### src/rtl/cyc_acct_csr_bridge_if.sv
// Bundle for the CSR-side request/response handshake and the counter-block SRAM-like port.
// The bridge uses the slave modport; the CSR file and the counter block together form the master side.
interface cyc_acct_csr_bridge_if #(
  parameter int unsigned XLEN = 64
) ();
  logic            req_valid;
  logic            req_ready;
  logic [11:0]     req_addr;
  logic [1:0]      req_op;
  logic [XLEN-1:0] req_wdata;
  logic            rsp_valid;
  logic            rsp_ready;
  logic [XLEN-1:0] rsp_rdata;
  logic            rsp_exc;
  logic [11:0]     cnt_addr;
  logic            cnt_we;
  logic [XLEN-1:0] cnt_wdata;
  logic [XLEN-1:0] cnt_rdata;

  modport slave (
    input  req_valid, req_addr, req_op, req_wdata, rsp_ready, cnt_rdata,
    output req_ready, rsp_valid, rsp_rdata, rsp_exc, cnt_addr, cnt_we, cnt_wdata
  );

  modport master (
    output req_valid, req_addr, req_op, req_wdata, rsp_ready, cnt_rdata,
    input  req_ready, rsp_valid, rsp_rdata, rsp_exc, cnt_addr, cnt_we, cnt_wdata
  );
endinterface

### src/rtl/cyc_acct_csr_bridge.sv
// Sequences one CSR read/write/set/clear into a counter-block read plus at most one write pulse,
// then returns the pre-modification value or an exception.
module cyc_acct_csr_bridge #(
  parameter int unsigned XLEN           = 64,
  parameter int unsigned CycAccountRegs = 8,
  parameter logic [11:0] CsrCntStatus   = 12'h7C0,
  parameter logic [11:0] CsrCntData     = 12'h7C1,
  parameter logic [11:0] CsrCntDataH    = 12'h7C2
) (
  input  logic                        clk_i,
  input  logic                        rst_i,
  cyc_acct_csr_bridge_if.slave        bus_io
);

  localparam logic [1:0] OpRead  = 2'b00;
  localparam logic [1:0] OpWrite = 2'b01;
  localparam logic [1:0] OpSet   = 2'b10;

  typedef enum logic [1:0] {StIdle, StRead, StWrite, StResp} state_e;

  state_e          state_q, state_d;
  logic [11:0]     addr_q, addr_d;
  logic [1:0]      op_q, op_d;
  logic [XLEN-1:0] wdata_q, wdata_d;
  logic [XLEN-1:0] old_q, old_d;
  logic [XLEN-1:0] new_q, new_d;
  logic            exc_q, exc_d;

  logic [XLEN-1:0] new_val;
  logic            addr_legal;
  logic            skip_write;
  logic            status_bad;

  always_comb begin
    new_val = bus_io.req_wdata;
    if (op_q == OpWrite) begin
      new_val = wdata_q;
    end else if (op_q == OpSet) begin
      new_val = bus_io.cnt_rdata | wdata_q;
    end else begin
      new_val = bus_io.cnt_rdata & ~wdata_q;
    end
  end

  assign addr_legal = (addr_q == CsrCntData) || (addr_q == CsrCntStatus) ||
                      ((XLEN == 32) && (addr_q == CsrCntDataH));
  assign skip_write = (op_q == OpRead) || ((op_q != OpWrite) && (wdata_q == '0));
  // Status fields must select an existing counter, otherwise the counter block would misbehave.
  assign status_bad = (addr_q == CsrCntStatus) &&
                      ((32'(new_val[15:0]) >= CycAccountRegs) ||
                       (32'(new_val[31:16]) >= CycAccountRegs));

  always_comb begin
    state_d          = state_q;
    addr_d           = addr_q;
    op_d             = op_q;
    wdata_d          = wdata_q;
    old_d            = old_q;
    new_d            = new_q;
    exc_d            = exc_q;
    bus_io.req_ready = 1'b0;
    bus_io.rsp_valid = 1'b0;
    bus_io.rsp_rdata = '0;
    bus_io.rsp_exc   = 1'b0;
    bus_io.cnt_addr  = '0;
    bus_io.cnt_we    = 1'b0;
    bus_io.cnt_wdata = '0;

    unique case (state_q)
      StIdle: begin
        bus_io.req_ready = ~rst_i;
        if (bus_io.req_valid) begin
          addr_d  = bus_io.req_addr;
          op_d    = bus_io.req_op;
          wdata_d = bus_io.req_wdata;
          old_d   = '0;
          new_d   = '0;
          exc_d   = 1'b0;
          state_d = StRead;
        end
      end
      StRead: begin
        bus_io.cnt_addr = addr_q;
        old_d           = bus_io.cnt_rdata;
        new_d           = new_val;
        if (!addr_legal) begin
          exc_d   = 1'b1;
          old_d   = '0;
          state_d = StResp;
        end else if (skip_write) begin
          state_d = StResp;
        end else if (status_bad) begin
          exc_d   = 1'b1;
          old_d   = '0;
          state_d = StResp;
        end else begin
          state_d = StWrite;
        end
      end
      StWrite: begin
        // The counter block freezes while we is high, so this is the only cycle it is asserted.
        bus_io.cnt_addr  = addr_q;
        bus_io.cnt_we    = 1'b1;
        bus_io.cnt_wdata = new_q;
        state_d          = StResp;
      end
      StResp: begin
        bus_io.rsp_valid = 1'b1;
        bus_io.rsp_rdata = old_q;
        bus_io.rsp_exc   = exc_q;
        if (bus_io.rsp_ready) begin
          state_d = StIdle;
        end
      end
      default: state_d = StIdle;
    endcase
  end

  always_ff @(posedge clk_i) begin
    if (rst_i) begin
      state_q <= StIdle;
      addr_q  <= '0;
      op_q    <= '0;
      wdata_q <= '0;
      old_q   <= '0;
      new_q   <= '0;
      exc_q   <= 1'b0;
    end else begin
      state_q <= state_d;
      addr_q  <= addr_d;
      op_q    <= op_d;
      wdata_q <= wdata_d;
      old_q   <= old_d;
      new_q   <= new_d;
      exc_q   <= exc_d;
    end
  end

endmodule
### src/flat_wrapper.sv
// flat-port wrapper written by rule: the top's interface ports become plain ports
module cyc_acct_csr_bridge_flat 
#(
  parameter int unsigned XLEN           = 64,
  parameter int unsigned CycAccountRegs = 8,
  parameter logic [11:0] CsrCntStatus   = 12'h7C0,
  parameter logic [11:0] CsrCntData     = 12'h7C1,
  parameter logic [11:0] CsrCntDataH    = 12'h7C2
)
  (clk_i, rst_i, bus_io_req_valid, bus_io_req_addr, bus_io_req_op, bus_io_req_wdata, bus_io_rsp_ready, bus_io_cnt_rdata, bus_io_req_ready, bus_io_rsp_valid, bus_io_rsp_rdata, bus_io_rsp_exc, bus_io_cnt_addr, bus_io_cnt_we, bus_io_cnt_wdata);
  cyc_acct_csr_bridge_if #(.XLEN(XLEN)) bus_io_i ();
  input  logic clk_i;
  input  logic rst_i;
  input wire logic [$bits(bus_io_i.req_valid)-1:0] bus_io_req_valid;
  input wire logic [$bits(bus_io_i.req_addr)-1:0] bus_io_req_addr;
  input wire logic [$bits(bus_io_i.req_op)-1:0] bus_io_req_op;
  input wire logic [$bits(bus_io_i.req_wdata)-1:0] bus_io_req_wdata;
  input wire logic [$bits(bus_io_i.rsp_ready)-1:0] bus_io_rsp_ready;
  input wire logic [$bits(bus_io_i.cnt_rdata)-1:0] bus_io_cnt_rdata;
  output wire logic [$bits(bus_io_i.req_ready)-1:0] bus_io_req_ready;
  output wire logic [$bits(bus_io_i.rsp_valid)-1:0] bus_io_rsp_valid;
  output wire logic [$bits(bus_io_i.rsp_rdata)-1:0] bus_io_rsp_rdata;
  output wire logic [$bits(bus_io_i.rsp_exc)-1:0] bus_io_rsp_exc;
  output wire logic [$bits(bus_io_i.cnt_addr)-1:0] bus_io_cnt_addr;
  output wire logic [$bits(bus_io_i.cnt_we)-1:0] bus_io_cnt_we;
  output wire logic [$bits(bus_io_i.cnt_wdata)-1:0] bus_io_cnt_wdata;
  assign bus_io_i.req_valid = bus_io_req_valid;
  assign bus_io_i.req_addr = bus_io_req_addr;
  assign bus_io_i.req_op = bus_io_req_op;
  assign bus_io_i.req_wdata = bus_io_req_wdata;
  assign bus_io_i.rsp_ready = bus_io_rsp_ready;
  assign bus_io_i.cnt_rdata = bus_io_cnt_rdata;
  assign bus_io_req_ready = bus_io_i.req_ready;
  assign bus_io_rsp_valid = bus_io_i.rsp_valid;
  assign bus_io_rsp_rdata = bus_io_i.rsp_rdata;
  assign bus_io_rsp_exc = bus_io_i.rsp_exc;
  assign bus_io_cnt_addr = bus_io_i.cnt_addr;
  assign bus_io_cnt_we = bus_io_i.cnt_we;
  assign bus_io_cnt_wdata = bus_io_i.cnt_wdata;
  cyc_acct_csr_bridge #(.XLEN(XLEN), .CycAccountRegs(CycAccountRegs), .CsrCntStatus(CsrCntStatus), .CsrCntData(CsrCntData), .CsrCntDataH(CsrCntDataH)) u_core (.clk_i(clk_i), .rst_i(rst_i), .bus_io(bus_io_i));
endmodule
### config.mk
export PLATFORM = sky130hd
export DESIGN_NAME = cyc_acct_csr_bridge_flat
export DESIGN_NICKNAME = d
export VERILOG_FILES = /design/src/rtl/cyc_acct_csr_bridge_if.sv /design/src/rtl/cyc_acct_csr_bridge.sv /design/src/flat_wrapper.sv
export SDC_FILE = /design/constraint.sdc
export NUM_CORES = 1
export LEC_CHECK = 0
export BUFFER_PORTS_ARGS = -buffer_cell sky130_fd_sc_hd__buf_2
export CAP_MARGIN = 20
export CORE_UTILIZATION = 33
export DETAILED_ROUTE_END_ITERATION = 7
export GPL_ROUTABILITY_DRIVEN = 0
export SLEW_MARGIN = 20
export SYNTH_ARGS = -nofsm -noshare
export SYNTH_HDL_FRONTEND = slang
export SYNTH_SLANG_ARGS = --single-unit
export TNS_END_PERCENT = 10
### constraint.sdc
create_clock -name clk_i -period 2.5 [get_ports clk_i]
set_input_delay 0.125 -clock clk_i [delete_from_list [all_inputs] [get_ports clk_i]]
set_output_delay 0.125 -clock clk_i [all_outputs]
set_load 0.005 [all_outputs]
-- Yosys cells after proc, flatten, opt, wreduce, memory -nomap -nowiden
Cells that the tools add are included.
- register bits: 209
- input port bits: 146
- word-level logic and storage cells: 65
- order comparisons: 2
- equal/unequal tests: 12
- multiplexer cells: 26
- bitwise logic cells: 4
- reductions and logical operators: 14
- operators by type and width (cell ; number):
    64-bit two-way mux ; 8
    64-bit one-hot mux with 2 select lines ; 2
    64-bit bitwise AND ; 1
    64-bit logical NOT ; 1
    64-bit NOT ; 1
    64-bit bitwise OR ; 1
    16-bit by 4-bit >= comparator with 1-bit output, second input constant ; 2
    12-bit by 11-bit == test with 1-bit output, second input constant ; 2
    12-bit two-way mux ; 1
    1-bit two-way mux ; 9
    2-bit two-way mux ; 4
    2-bit one-hot mux with 4 select lines ; 1
    2-bit == test, second input constant ; 3
    3-bit inequality test, second input constant ; 2
    2-bit AND reduction ; 3
    2-bit by 1-bit == test with 1-bit output, second input constant ; 2
    2-bit logical NOT ; 2
    2-bit inequality test, second input constant ; 2
    4-bit AND reduction ; 1
    1-bit logical OR ; 3
    1-bit logical AND ; 2
    2-bit by 1-bit inequality test with 1-bit output, second input constant ; 1
    1-bit one-hot mux with 2 select lines ; 1
    2-bit nonzero test ; 1
    2 further kinds ; 2

-- Depth between registers and ports, before layout
- depth in word-level cells: 11
- gate-level depth with buffers: 11

-- Worst setup path before layout
Ideal clock, no wire load.
- path kind: reg-to-reg
- start: reg u_core.state_q[0]
- end: reg u_core.new_q[57]
- setup time: 0.128 ns
- arrival: 2.239 ns
- required time: 2.372 ns
- path slack: 0.134 ns
- cell stages (with the launch flop): 12
- period minus slack after synthesis: 2.366 ns
- cells stage by stage: dfxtp_1 inv_1 ha_1 and2_1 clkbuf_1 a21oi_1 clkbuf_1 clkbuf_1 buf_2 a2111oi_0 a21oi_1 nor2_1
- word-level cells in the longest chain between the ends: 3
- ends and longest elaborated chain (element ; RTL line ; RTL):
    start, declared ; cyc_acct_csr_bridge.sv:21 ; state_e state_q, state_d;
    start signal, assigned ; cyc_acct_csr_bridge.sv:121 ; state_q <= StIdle;
    start signal, assigned ; cyc_acct_csr_bridge.sv:129 ; state_q <= state_d;
    2-bit by 1-bit == test with 1-bit output or 2-bit logical NOT (tied branches) ; cyc_acct_csr_bridge.sv:69 ; unique case (state_q)
    2-bit nonzero test (no source line) or 2-bit inequality test (tied branches) ; n/a ;
    2-bit AND reduction (no source line) ; n/a ;
    end signal, assigned ; cyc_acct_csr_bridge.sv:134 ; new_q <= new_d;
    end, declared ; cyc_acct_csr_bridge.sv:26 ; logic [XLEN-1:0] new_q, new_d;
Several ways; a longest one is shown, not always the timed one.
A chain may end at the register's enable or synchronous reset.

-- Worst setup path in the final report
- start: reg u_core.addr_q[11]
- end: reg u_core.old_q[32]
- word-level cells in the longest chain between the ends: 6
- ends and longest elaborated chain (element ; RTL line ; RTL):
    start, declared ; cyc_acct_csr_bridge.sv:22 ; logic [11:0] addr_q, addr_d;
    start signal, assigned ; cyc_acct_csr_bridge.sv:130 ; addr_q <= addr_d;
    12-bit by 11-bit == test with 1-bit output ; cyc_acct_csr_bridge.sv:45, cyc_acct_csr_bridge.sv:49 ;
    1-bit logical AND ; cyc_acct_csr_bridge.sv:49 ; assign status_bad = (addr_q == CsrCntStatus) &&
    64-bit two-way mux ; cyc_acct_csr_bridge.sv:92 ; end else if (status_bad) begin
    64-bit two-way mux ; cyc_acct_csr_bridge.sv:90 ; end else if (skip_write) begin
    64-bit two-way mux (*) ; cyc_acct_csr_bridge.sv:86 ; if (!addr_legal) begin
    64-bit one-hot mux with 2 select lines (*) ; cyc_acct_csr_bridge.sv:69 ;
    end signal, assigned ; cyc_acct_csr_bridge.sv:133 ; old_q <= old_d;
    end, declared ; cyc_acct_csr_bridge.sv:25 ; logic [XLEN-1:0] old_q, old_d;
Mark *: on every way between the ends. The rest lies on a longest branch, timed or not.

==> metrics.yaml <==
pwr:
  pwr-share-comb: 0.307
  clkPwrFrac: 0.326
  p_leak_nw: 6.254
  power_frac_seq: 0.367
  p_per_area_nw_per_um2: 706.1
  power_switching_share: 0.3552
  ir_worst_vdd_mv: 0.4867
  finalPower_mw: 10.85
  intPower_mw: 6.994
  p_sw_mw: 3.852
sta:
  setup_viol: 0
  finalMaxSlewViolations: 0
  tightest_slew_ns: 0.9543
  relSlewSlack: 0.3638
  min_period_over_period: 0.9554
  clock.fmax_ghz: 0.4187
  hold_viol: 0
  fin_worst_skew_ns: 0.01285
  period_needed_ns: 2.389
clock_tree:
  clkLatencyLatePin_ns: 0.52
  clk_pin_slew_ns: 0.06
  htree_levels: 1
  cts_buffer_depth: 3
  cts_tree: "yes"
  numCtsBuffers: 24
  cts_sinks: 209
  cts_root_buf: "clkbuf_16"
worst_setup_path:
  crit_arrival_ns: 2.80
  crit_family: "simple AND/OR/NAND/NOR gates"
  critical_path.max_fanout: 7
  slowest_delay_ns: 0.54
  crit_required_ns: 2.91
  path_depth: 9
  cp-start-kind: "register"
  regToRegStartpoint: "u_core.addr_q[11]$_SDFFE_PP0P_"
  rrSetupSlack_ns: 0.11
  endpoint_kind: "register"
  worstRegToRegCells: 9
  cpMaxStageDelayCell: "or4_4"
  crit_chain: "or4_4 -> nor4_4 -> nand4_4 -> a211o_1 -> nor2_1 -> o21a_4 -> buf_4 -> buf_12 -> o21ai_2"
  crit_type: "reg2reg"
  crit_start: "u_core.addr_q[11]$_SDFFE_PP0P_"
  path_buf_inv: 2
synthesis:
  ys_warn_count: 0
  synth-async-reset-ratio: 0
  syn-cell-area_um2: 11150
  ys_ff_latch: 209
  yosysUniqueCellTypes: 43
  synth_cells: 1468
  ys_seq_area_frac: 0.3751
  syn-num-nets: 1618
  synth_edf_count: 0
  ys.flop_type: "dfxtp_1"
  synth.avg_cell_area_um2: 7.598
min_path:
  whs_path_depth: 4
  hold_start: "bus_io_cnt_rdata[31]"
  hp-class: "in2reg"
die:
  initial_core_util: 0.3394
  core.rowCount: 66
  die_w_um: 185.9
  core_area_um2: 32870
  ios: 290
  die_h_um: 185.9
  die_area_um2: 34540
cells_and_area:
  fillers: 3277
  area_delta_synth_final_pct: 37.71
  fin_nets: 1992
  final_cell_mix: "buf_2 (288), nand2_1 (287), dfxtp_1 (207)"
  drive_gt1_frac: 0.2474
  mostFrequentLayoutCell: "buf_2"
  utilization: 0.4674
grt:
  grt_overflow: 0
  grt_use_total: 0.2310
  grt_max_degree: 135
  grt_pass1_vias: 11253
  grt_pass1_wl_um: 62510
  antenna_found_initial: 2
placed_design:
  dp_hpwl_um: 27230
  io_buffers: 289
drt:
  dr_total_vias: 11860
  drtAntennaViolNets: 0
  drt_iter0_drc: 817
  drt-wirelength-per-cell_um: 18.10
  wl_um: 41590
  route.detailed.drc: 0
  drt-pass1-iter-count: 5
  vias_per_cell: 5.161
run:
  drv_cap: 0
run_status:
  status: "complete, no violations"
[power by group through the flow]
stage | sequential (mW) | clock, mW | combinational (mW)
after global routing | 4.02 | 3.75 | 3.68
after detailed placement | 4.04 | 0 | 3.12
after floorplan | 3.90 | 0 | 2.02
after global placement | 4.03 | 0 | 3.10
final | 3.98 | 3.54 | 3.33
after CTS | 3.96 | 3.62 | 3.30
[flip-flops by register name, indices dropped and copies added (netlist names)]
signal / cells
u_core.wdata_q: 64
u_core.old_q: 64
u_core.exc_q: 1
u_core.new_q: 64
u_core.op_q: 2
u_core.addr_q: 12
u_core.state_q: 2
[final timing paths]
kind	endpoint
setup / recovery	u_core.old_q[32]$_SDFFE_PP0P_
hold / removal	u_core.old_q[31]$_SDFFE_PP0P_
setup reg to reg	u_core.old_q[32]$_SDFFE_PP0P_
hold reg to reg	u_core.old_q[11]$_SDFFE_PP0P_
[worst register-to-register path: stages (launching register included)]
cell	delay (ns)
dfxtp_1	0.32
or4_4	0.54
nor4_4	0.20
nand4_4	0.15
a211o_1	0.33
nor2_1	0.15
o21a_4	0.20
buf_4	0.16
buf_12	0.15
o21ai_2	0.07
[metal layers]
layer  vias up  global-route usage  wire [µm]
met5         -                   0          0
met4         0              0.1046       1846
met3        99             0.03933       2627
met2       457              0.3701      18870
met1      5520              0.3021      18240
li1       5784                   -          -
[cell usage after synthesis, drive strengths merged, types with 10 or more instances]
master | count | area share
nand2 | 288 | 0.097
dfxtp | 209 | 0.38
a21oi | 146 | 0.066
and2 | 143 | 0.080
nor2 | 136 | 0.046
o21ai | 126 | 0.077
clkbuf | 104 | 0.035
or4 | 66 | 0.045
xnor2 | 64 | 0.050
a2111oi | 58 | 0.046
buf | 29 | 0.025
nor4 | 17 | 0.011
inv | 16 | 0.0054
nand2b | 10 | 0.0056
[metrics by stage]
stage | hold WS (ns) | std cells | setup WS [ns] | TNS [ns] | instance area [µm²]
3_3_place_gp | 0.3674 | 2113 | 0.1242 | 0 | 13010
4_1_cts | 0.00006295 | 2287 | 0.06215 | 0 | 15140
5_1_grt | 0.01877 | 2298 | -0.004479 | -0.004809 | 15360
2_1_floorplan | 0.2610 | 1468 | 0.1337 | 0 | 11150
6_report | 0.02517 | 2298 | 0.1115 | 0 | 15360
3_5_place_dp | 0.3740 | 2113 | 0.08457 | 0 | 13010
[cells by family after synthesis]
family | after synthesis | synth area share
AO/OA/AOI/OAI | 359 | 0.2076
XOR/XNOR | 64 | 0.05025
adder cells (fa/ha/maj) | 4 | 0.004487
buffers and inverters | 149 | 0.06562
flip-flops | 209 | 0.3751
AND/OR/NAND/NOR | 683 | 0.2969
[layout make-up]
type | instances | area (µm²) | area share
multi-input cells | 1110 | 6326 | 0.4118
flip-flops and latches | 209 | 4192 | 0.2729
repair buffers | 481 | 3446 | 0.2243
clock buffers | 35 | 734.5 | 0.04781
well taps | 442 | 553.0 | 0.03600
inverters | 16 | 60.06 | 0.003910
clock inverters | 4 | 47.55 | 0.003095
diodes | 1 | 2.502 | 0.0001629
[what timing repair did]
item                                    CTS  global route
hold endpoints to repair                135             0
setup buffers                             0             4
endpoints found under the setup margin    0            61
hold buffers                            135             0
resized for setup                         0             6
No activity file was read; power rests on OpenSTA's default activity.
